<file path="src/rtl/cpu_pkg.sv">
// Shared encodings for the multicycle RV32 core: opcodes, funct3 values,
// FSM state and ALU operation enums, and the immediate generator.
package cpu_pkg;

  localparam logic [6:0] OPC_LUI    = 7'b0110111;
  localparam logic [6:0] OPC_AUIPC  = 7'b0010111;
  localparam logic [6:0] OPC_JAL    = 7'b1101111;
  localparam logic [6:0] OPC_JALR   = 7'b1100111;
  localparam logic [6:0] OPC_BRANCH = 7'b1100011;
  localparam logic [6:0] OPC_STORE  = 7'b0100011;
  localparam logic [6:0] OPC_OP_IMM = 7'b0010011;
  localparam logic [6:0] OPC_OP     = 7'b0110011;

  localparam logic [2:0] F3_ADD  = 3'b000;
  localparam logic [2:0] F3_SLL  = 3'b001;
  localparam logic [2:0] F3_SLT  = 3'b010;
  localparam logic [2:0] F3_SLTU = 3'b011;
  localparam logic [2:0] F3_XOR  = 3'b100;
  localparam logic [2:0] F3_SR   = 3'b101;
  localparam logic [2:0] F3_OR   = 3'b110;
  localparam logic [2:0] F3_AND  = 3'b111;

  localparam logic [2:0] F3_BEQ  = 3'b000;
  localparam logic [2:0] F3_BNE  = 3'b001;
  localparam logic [2:0] F3_BLT  = 3'b100;
  localparam logic [2:0] F3_BGE  = 3'b101;
  localparam logic [2:0] F3_BLTU = 3'b110;
  localparam logic [2:0] F3_BGEU = 3'b111;

  localparam logic [2:0] F3_SB = 3'b000;
  localparam logic [2:0] F3_SH = 3'b001;
  localparam logic [2:0] F3_SW = 3'b010;

  typedef enum logic [2:0] {
    FETCH, DECODE, EXECUTE, WRITEBACK, HALT
  } cpu_state_e;

  typedef enum logic [3:0] {
    ALU_ADD, ALU_SUB, ALU_SLL, ALU_SLT, ALU_SLTU,
    ALU_XOR, ALU_SRL, ALU_SRA, ALU_OR, ALU_AND
  } alu_op_e;

  // Sign-extended immediate selected by instruction format.
  function automatic logic [31:0] imm_gen(input logic [31:0] ir);
    case (ir[6:0])
      OPC_LUI, OPC_AUIPC: return {ir[31:12], 12'b0};
      OPC_JAL:            return {{12{ir[31]}}, ir[19:12], ir[20], ir[30:21], 1'b0};
      OPC_BRANCH:         return {{20{ir[31]}}, ir[7], ir[30:25], ir[11:8], 1'b0};
      OPC_STORE:          return {{21{ir[31]}}, ir[30:25], ir[11:7]};
      default:            return {{21{ir[31]}}, ir[30:20]};
    endcase
  endfunction

endpackage

</file>
<file path="src/rtl/cpu_alu.sv">
// Combinational integer ALU plus the compare flags used by branches.
module cpu_alu
  import cpu_pkg::*;
(
  input  logic [31:0] a_i,
  input  logic [31:0] b_i,
  input  alu_op_e     op_i,
  output logic [31:0] result_o,
  output logic        eq_o,
  output logic        lt_o,
  output logic        ltu_o
);

  logic [4:0] sh;

  assign sh    = b_i[4:0];
  assign eq_o  = a_i == b_i;
  assign lt_o  = $signed(a_i) < $signed(b_i);
  assign ltu_o = a_i < b_i;

  always_comb begin
    result_o = '0;
    case (op_i)
      ALU_ADD:  result_o = a_i + b_i;
      ALU_SUB:  result_o = a_i - b_i;
      ALU_SLL:  result_o = a_i << sh;
      ALU_SLT:  result_o = {31'b0, lt_o};
      ALU_SLTU: result_o = {31'b0, ltu_o};
      ALU_XOR:  result_o = a_i ^ b_i;
      ALU_SRL:  result_o = a_i >> sh;
      ALU_SRA:  result_o = $signed(a_i) >>> sh;
      ALU_OR:   result_o = a_i | b_i;
      ALU_AND:  result_o = a_i & b_i;
      default:  result_o = '0;
    endcase
  end

endmodule

</file>
<file path="src/rtl/cpu_mc.sv">
// Multicycle RV32I/E core: FETCH/DECODE/EXECUTE/WRITEBACK with a stallable
// valid/ready store port and a terminal HALT on illegal or misaligned work.
module cpu_mc
  import cpu_pkg::*;
#(
  parameter logic [31:0] RESET_PC      = 32'h0000_0000,
  parameter int          NUM_REGS      = 32,
  parameter bit          STORE_WORD_EN = 1'b1
) (
  input  logic        clk_i,
  input  logic        rst_i,
  output logic [31:0] imem_addr_o,
  input  logic [31:0] imem_rdata_i,
  output logic        out_valid_o,
  input  logic        out_ready_i,
  output logic [31:0] out_addr_o,
  output logic [31:0] out_data_o,
  output logic [3:0]  out_strb_o,
  output logic        halted_o
);

  localparam int         RW   = $clog2(NUM_REGS);
  localparam logic [5:0] NREG = 6'(NUM_REGS);

  cpu_state_e  state_q, state_d;
  logic [31:0] pc_q, pc_d, ir_q;
  logic [31:0] rf_q [NUM_REGS];

  logic [31:0] a_q, b_q, imm_q, rs2v_q, res_q, npc_q;
  alu_op_e     op_q;
  logic        is_br_q, is_jal_q, is_jalr_q, is_st_q, wr_q;
  logic [2:0]  f3_q;
  logic [4:0]  rd_q;
  logic [31:0] st_addr_q, st_data_q;
  logic [3:0]  st_strb_q;

  // Decode fields
  logic [6:0]  opc, f7;
  logic [2:0]  f3;
  logic [4:0]  rs1, rs2, rd;
  logic [31:0] rs1v, rs2v, imm;
  logic        legal, use_rs1, use_rs2, use_rd;
  alu_op_e     dec_op;

  assign opc  = ir_q[6:0];
  assign rd   = ir_q[11:7];
  assign f3   = ir_q[14:12];
  assign rs1  = ir_q[19:15];
  assign rs2  = ir_q[24:20];
  assign f7   = ir_q[31:25];
  assign imm  = imm_gen(ir_q);
  assign rs1v = (rs1 == 5'd0) ? '0 : rf_q[rs1[RW-1:0]];
  assign rs2v = (rs2 == 5'd0) ? '0 : rf_q[rs2[RW-1:0]];

  always_comb begin
    legal   = 1'b0;
    use_rs1 = 1'b0;
    use_rs2 = 1'b0;
    use_rd  = 1'b0;
    case (opc)
      OPC_LUI, OPC_AUIPC, OPC_JAL: begin
        legal  = 1'b1;
        use_rd = 1'b1;
      end
      OPC_JALR: begin
        legal   = f3 == 3'b000;
        use_rd  = 1'b1;
        use_rs1 = 1'b1;
      end
      OPC_BRANCH: begin
        legal   = f3 != 3'b010 && f3 != 3'b011;
        use_rs1 = 1'b1;
        use_rs2 = 1'b1;
      end
      OPC_STORE: begin
        legal   = f3 == F3_SB || (STORE_WORD_EN && (f3 == F3_SH || f3 == F3_SW));
        use_rs1 = 1'b1;
        use_rs2 = 1'b1;
      end
      OPC_OP_IMM: begin
        legal   = (f3 == F3_SLL) ? f7 == 7'h00 :
                  (f3 == F3_SR)  ? (f7 == 7'h00 || f7 == 7'h20) : 1'b1;
        use_rd  = 1'b1;
        use_rs1 = 1'b1;
      end
      OPC_OP: begin
        legal   = f7 == 7'h00 || (f7 == 7'h20 && (f3 == F3_ADD || f3 == F3_SR));
        use_rd  = 1'b1;
        use_rs1 = 1'b1;
        use_rs2 = 1'b1;
      end
      default: ;
    endcase
    if ((use_rs1 && {1'b0, rs1} >= NREG) || (use_rs2 && {1'b0, rs2} >= NREG) ||
        (use_rd && {1'b0, rd} >= NREG))
      legal = 1'b0;
  end

  // Only register/immediate ALU instructions use funct3; everything else adds.
  always_comb begin
    dec_op = ALU_ADD;
    if (opc == OPC_OP || opc == OPC_OP_IMM) begin
      case (f3)
        F3_ADD:  dec_op = (opc == OPC_OP && f7[5]) ? ALU_SUB : ALU_ADD;
        F3_SLL:  dec_op = ALU_SLL;
        F3_SLT:  dec_op = ALU_SLT;
        F3_SLTU: dec_op = ALU_SLTU;
        F3_XOR:  dec_op = ALU_XOR;
        F3_SR:   dec_op = f7[5] ? ALU_SRA : ALU_SRL;
        F3_OR:   dec_op = ALU_OR;
        default: dec_op = ALU_AND;
      endcase
    end
  end

  // Execute
  logic [31:0] alu_res, pc4, tgt, nxt, st_data;
  logic        eq, lt, ltu, br_cond, redirect, jump_bad, st_bad;
  logic [3:0]  st_strb;

  cpu_alu u_alu (
    .a_i      (a_q),
    .b_i      (b_q),
    .op_i     (op_q),
    .result_o (alu_res),
    .eq_o     (eq),
    .lt_o     (lt),
    .ltu_o    (ltu)
  );

  always_comb begin
    case (f3_q)
      F3_BEQ:  br_cond = eq;
      F3_BNE:  br_cond = !eq;
      F3_BLT:  br_cond = lt;
      F3_BGE:  br_cond = !lt;
      F3_BLTU: br_cond = ltu;
      F3_BGEU: br_cond = !ltu;
      default: br_cond = 1'b0;
    endcase
  end

  assign pc4      = pc_q + 32'd4;
  assign tgt      = is_jalr_q ? {alu_res[31:1], 1'b0} : pc_q + imm_q;
  assign redirect = is_jal_q || is_jalr_q || (is_br_q && br_cond);
  assign nxt      = redirect ? tgt : pc4;
  assign jump_bad = redirect && tgt[1];
  assign st_bad   = is_st_q && ((f3_q == F3_SH && alu_res[0]) ||
                                (f3_q == F3_SW && alu_res[1:0] != 2'b00));

  always_comb begin
    case (f3_q)
      F3_SB: begin
        st_strb = 4'b0001 << alu_res[1:0];
        st_data = {24'b0, rs2v_q[7:0]};
      end
      F3_SH: begin
        st_strb = 4'b0011 << alu_res[1:0];
        st_data = {16'b0, rs2v_q[15:0]};
      end
      default: begin
        st_strb = 4'b1111;
        st_data = rs2v_q;
      end
    endcase
  end

  always_comb begin
    state_d = state_q;
    pc_d    = pc_q;
    case (state_q)
      FETCH:     state_d = DECODE;
      DECODE:    state_d = legal ? EXECUTE : HALT;
      EXECUTE:   state_d = (jump_bad || st_bad) ? HALT : WRITEBACK;
      WRITEBACK: if (!is_st_q || out_ready_i) begin
        state_d = FETCH;
        pc_d    = npc_q;
      end
      default:   state_d = HALT;
    endcase
  end

  always_ff @(posedge clk_i or posedge rst_i) begin
    if (rst_i) begin
      state_q   <= FETCH;
      pc_q      <= RESET_PC;
      ir_q      <= '0;
      a_q       <= '0;
      b_q       <= '0;
      imm_q     <= '0;
      rs2v_q    <= '0;
      op_q      <= ALU_ADD;
      is_br_q   <= 1'b0;
      is_jal_q  <= 1'b0;
      is_jalr_q <= 1'b0;
      is_st_q   <= 1'b0;
      wr_q      <= 1'b0;
      f3_q      <= '0;
      rd_q      <= '0;
      res_q     <= '0;
      npc_q     <= '0;
      st_addr_q <= '0;
      st_data_q <= '0;
      st_strb_q <= '0;
      for (int i = 0; i < NUM_REGS; i++) rf_q[i] <= '0;
    end else begin
      state_q <= state_d;
      pc_q    <= pc_d;
      case (state_q)
        FETCH: ir_q <= imem_rdata_i;
        DECODE: begin
          a_q       <= (opc == OPC_LUI) ? '0 : (opc == OPC_AUIPC) ? pc_q : rs1v;
          b_q       <= (opc == OPC_OP || opc == OPC_BRANCH) ? rs2v : imm;
          imm_q     <= imm;
          rs2v_q    <= rs2v;
          op_q      <= dec_op;
          is_br_q   <= opc == OPC_BRANCH;
          is_jal_q  <= opc == OPC_JAL;
          is_jalr_q <= opc == OPC_JALR;
          is_st_q   <= opc == OPC_STORE;
          wr_q      <= use_rd && rd != 5'd0;
          f3_q      <= f3;
          rd_q      <= rd;
        end
        EXECUTE: begin
          res_q <= (is_jal_q || is_jalr_q) ? pc4 : alu_res;
          npc_q <= nxt;
          // Store payload is captured once here so it stays stable while stalled.
          if (is_st_q) begin
            st_addr_q <= alu_res;
            st_data_q <= st_data;
            st_strb_q <= st_strb;
          end
        end
        WRITEBACK:
          if (state_d == FETCH && wr_q) rf_q[rd_q[RW-1:0]] <= res_q;
        default: ;
      endcase
    end
  end

  assign imem_addr_o = pc_q;
  assign out_valid_o = state_q == WRITEBACK && is_st_q;
  assign out_addr_o  = st_addr_q;
  assign out_data_o  = st_data_q;
  assign out_strb_o  = st_strb_q;
  assign halted_o    = state_q == HALT;

endmodule
</file>
<file path="config.mk">
export PLATFORM = sky130hd
export DESIGN_NAME = cpu_mc
export DESIGN_NICKNAME = d
export VERILOG_FILES = /design/src/rtl/cpu_pkg.sv /design/src/rtl/cpu_alu.sv /design/src/rtl/cpu_mc.sv
export SDC_FILE = /design/constraint.sdc
export NUM_CORES = 2
export LEC_CHECK = 0
export ABC_AREA = 1
export BUFFER_PORTS_ARGS = -buffer_cell sky130_fd_sc_hd__buf_2
export CAP_MARGIN = 40
export CELL_PAD_IN_SITES_DETAIL_PLACEMENT = 0
export CELL_PAD_IN_SITES_GLOBAL_PLACEMENT = 1
export CORE_UTILIZATION = 44
export CTS_BUF_LIST = sky130_fd_sc_hd__clkbuf_2 sky130_fd_sc_hd__clkbuf_4 sky130_fd_sc_hd__clkbuf_8
export CTS_CLUSTER_SIZE = 14
export DETAILED_ROUTE_END_ITERATION = 10
export GPL_ROUTABILITY_DRIVEN = 0
export HOLD_SLACK_MARGIN = 0.08
export PLACE_DENSITY_LB_ADDON = 0.05
export SKIP_LAST_GASP = 1
export SYNTH_ARGS = -nofsm -noshare
export SYNTH_HDL_FRONTEND = slang
export SYNTH_SLANG_ARGS = --single-unit
</file>
<file path="constraint.sdc">
create_clock -name clk_i -period 38.9 [get_ports clk_i]
set_input_delay 1.945 -clock clk_i [delete_from_list [all_inputs] [get_ports clk_i]]
set_output_delay 1.945 -clock clk_i [all_outputs]
set_load 0.05 [all_outputs]
</file>
# Word-level counts from Yosys, hierarchy flattened
# Index checks and enable logic that the tools add are counted.
# classes
addsub	4
order_cmp	6
n_eq_ne	37
shift	5
n_mux	34
bitwise_logic	6
reduce_logical	44
# op_table
operator	count
1024-bit bitwise mux	1
32-bit 2-to-1 mux	13
32-bit binary-select mux with 5-bit select	2
32-bit case mux with 10 select lines	1
32-bit demux with 5-bit select	1
31-bit case mux with 4 select lines	1
32-bit adder	2
32-bit less-than comparator	2
32-bit case mux with 2 select lines	1
32-bit by 3-bit adder with 32-bit output (second input constant)	1
32-bit bitwise AND	1
32-bit == test	1
32-bit bitwise OR	1
32-bit by 5-bit left shift with 32-bit output	1
32-bit by 5-bit right shift with 32-bit output	1
32-bit by 5-bit >>> shifter with 32-bit output	1
32-bit subtractor	1
32-bit XOR	1
7-bit by 6-bit == test with 1-bit output (second input constant)	4
4-bit case mux with 7 select lines	1
3-bit == test (second input constant)	8
7-bit == test (second input constant)	3
6-bit greater-or-equal comparator (second input constant)	3
5-bit inverter with 6-bit output	3
other kinds (30)	81
# word_totals
reg_bits	1368
input_bits	35
output_inout_bits	102
elab_cells	188

# Depth between registers and ports, before layout
# depth
ltp_word	12
mapped_depth	25
mapped_depth_nobuf	21

# By module
# From an unflattened synthesis, not the netlist that was laid out.
# hier_totals
hier_cells	12089
area_unflattened_um2	83615.2
# modules_own_cells
module	instances	cells_per_inst	area_each_um2	seq_area_each_um2
cpu_mc	1	10011	73559.3	34232.8
cpu_alu	1	2078	10055.9	0.0

# Least setup slack after synthesis
# OpenSTA, ideal clock, no wires.
# synth_path
path_type	register to output
start	register state_q[0]
end	output halted_o
arrival_ps	1498
required_ps	36955
path_slack_ps	35457
path_stages_with_launch	2
n_path_buf	0
cell_sequence	dfrtp_1 nor3_1
# synth_between
elab_chain_len	1
# synth_rtl
item	line_no	rtl
start: declaration	cpu_mc.sv:25	cpu_state_e state_q, state_d;
start signal: assignment	cpu_mc.sv:207	state_q <= state_d;
3-bit == test	cpu_mc.sv:247	assign halted_o = state_q == HALT;
end: declaration	cpu_mc.sv:19	output logic halted_o
# No other way between the ends.

# Worst setup path after layout
# layout_path
start	register ir_q[20]
end	register b_q[18]
# layout_between
elab_chain_len	6
elab_cells_between_ends	7
classes_between	mux: 5; bitwise: 1; reduce/logical: 1
# layout_rtl
item	line_no	rtl
start: declaration	cpu_mc.sv:26	logic [31:0] pc_q, pc_d, ir_q;
start signal: assignment	cpu_mc.sv:210	FETCH: ir_q <= imem_rdata_i;
5-bit inverter with 6-bit output (implied by the code)	cpu_mc.sv:53	assign rs2v = (rs2 == 5'd0) ? '0 : rf_q[rs2[RW-1:0]];
32-bit binary-select mux with 5-bit select	cpu_mc.sv:53	
32-bit 2-to-1 mux (implied by the code) (2 in a row)	cpu_mc.sv:53	
32-bit 2-to-1 mux *	cpu_mc.sv:53	
32-bit 2-to-1 mux *	cpu_mc.sv:213	b_q <= (opc == OPC_OP || opc == OPC_BRANCH) ? rs2v : imm;
end signal: assignment	cpu_mc.sv:213	
end: declaration	cpu_mc.sv:29	logic [31:0] a_q, b_q, imm_q, rs2v_q, res_q, npc_q;
# Mark *: on every way between the ends. The rest lies on a longest branch, timed or not. The select of a mux whose other input is x is not followed.
# A chain may end at the register's enable or synchronous reset.

==> flow_summary_export.csv <==
group,metric,value,unit
sta,slew-limit-headroom,29.0,%
sta,finalCritPeriodShare,13.6,%
cts,postCtsSetupBuffers,0,
power,p_leak,40.5,nW
critical_path,critical_path.max_fanout,180,
placement,dp_slack,32.51,ns
die,die_y,435,um
layout,utilization,49.0,%
critical_path,cp.arrival,6.23,ns
sta,worst_pin_slew,1.06,ns
grt,grt_pass1_vias,78400,
yosys,synth_nets,11600,
min_path,hp-class,"flop to flop",
power,p_sw_share,43.9,%
routing,firstDrtPassIters,7,
critical_path,r2r-start,"ir_q[20]",
cts,htree_levels,4,
layout,multi_input_area,41200,um2
cts,cts_tree,"yes",
routing,drc_errors,0,
die,row_count,158,
critical_path,end_kind,"flop",
sta,fmax,0.189,GHz
power,p_sw,0.00215,W
cts,cts_buffer_depth,3,
routing,via_per_inst,6.15,
sta,tns,0,ns
power,clkPwrFrac,31.2,%
yosys,yosysSeqAreaShare,41.6,%
sta,rsz0062_at_grt,"false",
routing,routed_wl,383,mm
cts,ctsHoldBuffers,0,
critical_path,cp-startpoint,"ir_q[20]",
grt,grt_start_max_net_pins,181,
job,max_cap_viol_count,0,
die,die_area,189000,um2
sta,hold_violations,0,
grt,antenna_found_initial,16,
routing,antenna_left,0,
power,power_frac_seq,31.3,%
yosys,synth_flop_cell,"dfrtp_1",
sta,skew,0.0628,ns
min_path,min-delay-start,"npc_q[22]",
critical_path,timing_worst_setup_path_type,"flop to flop",
power,p_int,0.00274,W
cts,cts_buffers,239,
yosys,synth_seq_cells,1368,
placement,place_hpwl,250,mm
critical_path,crit_path_start_kind,"flop",
die,die_x,435,um
yosys,syn_area,82400,um2
die,num_io_pins,137,
sta,timing.hold.ws,0.460,ns
yosys,yosysWarningCount,0,
sta,fin_crit,5.29,ns
layout,regArea,34300,um2
cts,clk_pin_slew_worst_paths,0.07,ns
cts,root_buffer,"clkbuf_8",
yosys,synthesis.instances,11500,
cts,cts_sinks,1368,
die,start_util,44.4,%
cts,cts_resized,0,
yosys,synth_edf_count,0,
grt,overflow,0,
critical_path,required,39.84,ns
sta,slew_violations,0,
sta,setup_viol,0,
placement,port-buffer-count,136,
layout,drive_gt1_share,9.01,%
layout,nFillCells,18700,
power,ir_worst_vdd,0.0567,mV
routing,vias,85400,
yosys,async_reset_ff_share,100,%
sta,setup_ws,33.61,ns
cts,insertion_delay,1.07,ns
power,power.density,53.8,nW/um2
routing,wl_per_cell,27.6,um
power,pwr-share-comb,37.5,%
grt,grt_pass1_wl,549,mm
layout,final_nets,11400,
yosys,synth_area_per_cell,7.18,um2
yosys,yosysUniqueCellTypes,61,
layout,area_growth,10.5,%
die,coreArea,186000,um2
outcome,status,"finished, final reports clean",
grt,grtUsageTotal,39.9,%
routing,drtIter0Drc,11900,
==> cell usage in the layout (no fill, tap or decap), types with 40 or more instances in the layout <==
cell,Yosys,routed
o21ai_0,2078,2076
ha_1,129,129
nand3_1,960,959
a21oi_1,734,734
buf_2,206,148
buf_4,25,160
o21ai_1,141,143
o22ai_1,41,41
nor2_1,631,623
dfrtp_1,1368,1356
o2111ai_1,110,110
nand2_1,2762,2760
o211ai_1,271,271
inv_1,838,830
nor3_1,47,45
inv_2,36,40
nand4_1,58,58
clkbuf_4,0,77
clkbuf_8,0,320
==> final timing paths <==
check	end	slack [ns]	cells past startpoint
min	imem_addr_o[22]	0.46	2
max in group asynchronous	ir_q[21]	33.64	8
min reg2reg	imem_addr_o[22]	0.46	2
min in group asynchronous	rf_q[722]	0.81	2
max	b_q[18]	33.61	13
max reg2reg	b_q[18]	33.61	13
==> state kept, by name, indices dropped and copies added (netlist names), 5 cells and up <==
signal	flops
out_data_o	32
res_q	32
b_q	32
rd_q	5
a_q	32
rf_q	1024
out_addr_o	32
rs2v_q	32
ir_q	32
imm_q	32
npc_q	32
imem_addr_o	32
==> kinds of logic after synthesis <==
group	count (synthesis)	synth area share, %
XOR/XNOR	42	0.447
adder cells (fa/ha/maj)	132	2.03
AND/OR/NAND/NOR	4604	23.7
flip-flops	1368	41.6
multiplexers	3	0.0410
buffers and inverters	1775	8.63
AO/OA/AOI/OAI	3542	23.6
==> power by group through the flow <==
stage / sequential (W) / combinational [W] / clock [W]
6_report: 0.00153 / 0.00183 / 0.00153
5_1_grt: 0.00153 / 0.00192 / 0.00161
3_5_place_dp: 0.00155 / 0.00175 / 0
4_1_cts: 0.00153 / 0.00176 / 0.00155
2_1_floorplan: 0.00150 / 0.00105 / 0
3_3_place_gp: 0.00155 / 0.00173 / 0
==> worst max-delay path: stages, from the launching register on <==
cell	delay [ns]
dfrtp_4	0.99
buf_12	0.57
buf_12	0.64
buf_4	0.67
buf_4	0.42
buf_16	0.31
o21ai_0	0.12
o211ai_1	0.21
nand3_1	0.14
nand3_1	0.15
nand3_1	0.38
nor2_1	0.23
a21oi_1	0.06
o21ai_0	0.15
==> metal layers <==
| metal | vias to the layer above | track usage [%] | routed length (um) | share of wire (%) |
|---|---|---|---|---|
| met5 | - | 1.66 | 545 | 0.14 |
| met3 | 962 | 12.5 | 47700 | 12 |
| met2 | 5053 | 55.2 | 154000 | 40 |
| li1 | 38100 | - | - | - |
| met1 | 41200 | 55.1 | 158000 | 41 |
| met4 | 20 | 21.3 | 22500 | 5.9 |
==> area by class of cell <==
type | instances | share of cell area [%]
multi-input cells | 8323 | 45.2
flip-flops and latches | 1368 | 37.6
clock buffers | 397 | 5.47
repair buffers | 378 | 3.91
inverters | 886 | 3.70
well taps | 2480 | 3.41
clock inverters | 46 | 0.601
diodes | 12 | 0.0330
==> metrics by stage <==
step | total power [W] | instance area (um2) | instances
after global routing | 0.00506 | 91000 | 13900
after global placement | 0.00328 | 84000 | 13400
after CTS | 0.00483 | 91000 | 13900
after floorplan | 0.00255 | 82400 | 11500
final | 0.00489 | 91000 | 13900
after detailed placement | 0.00331 | 85500 | 13400
==> cells in the mapped netlist, types with 36 or more instances <==
| library cell | number | share of area, % |
|---|---|---|
| nand2_1 | 2762 | 13 |
| o21ai_0 | 2078 | 13 |
| dfrtp_1 | 1368 | 42 |
| nand3_1 | 960 | 5.8 |
| inv_1 | 838 | 3.8 |
| a21oi_1 | 734 | 4.5 |
| nor2_1 | 631 | 2.9 |
| clkbuf_1 | 578 | 2.6 |
| o211ai_1 | 271 | 2.5 |
| buf_2 | 206 | 1.3 |
| o21ai_1 | 141 | 0.86 |
| ha_1 | 129 | 2.0 |
| o2111ai_1 | 110 | 1.2 |
| buf_1 | 63 | 0.29 |
| nand4_1 | 58 | 0.44 |
| nor3_1 | 47 | 0.29 |
| o22ai_1 | 41 | 0.31 |
| xor2_1 | 39 | 0.41 |
| o221ai_1 | 38 | 0.40 |
| inv_2 | 36 | 0.16 |
No activity file was read; power rests on OpenSTA's default activity.
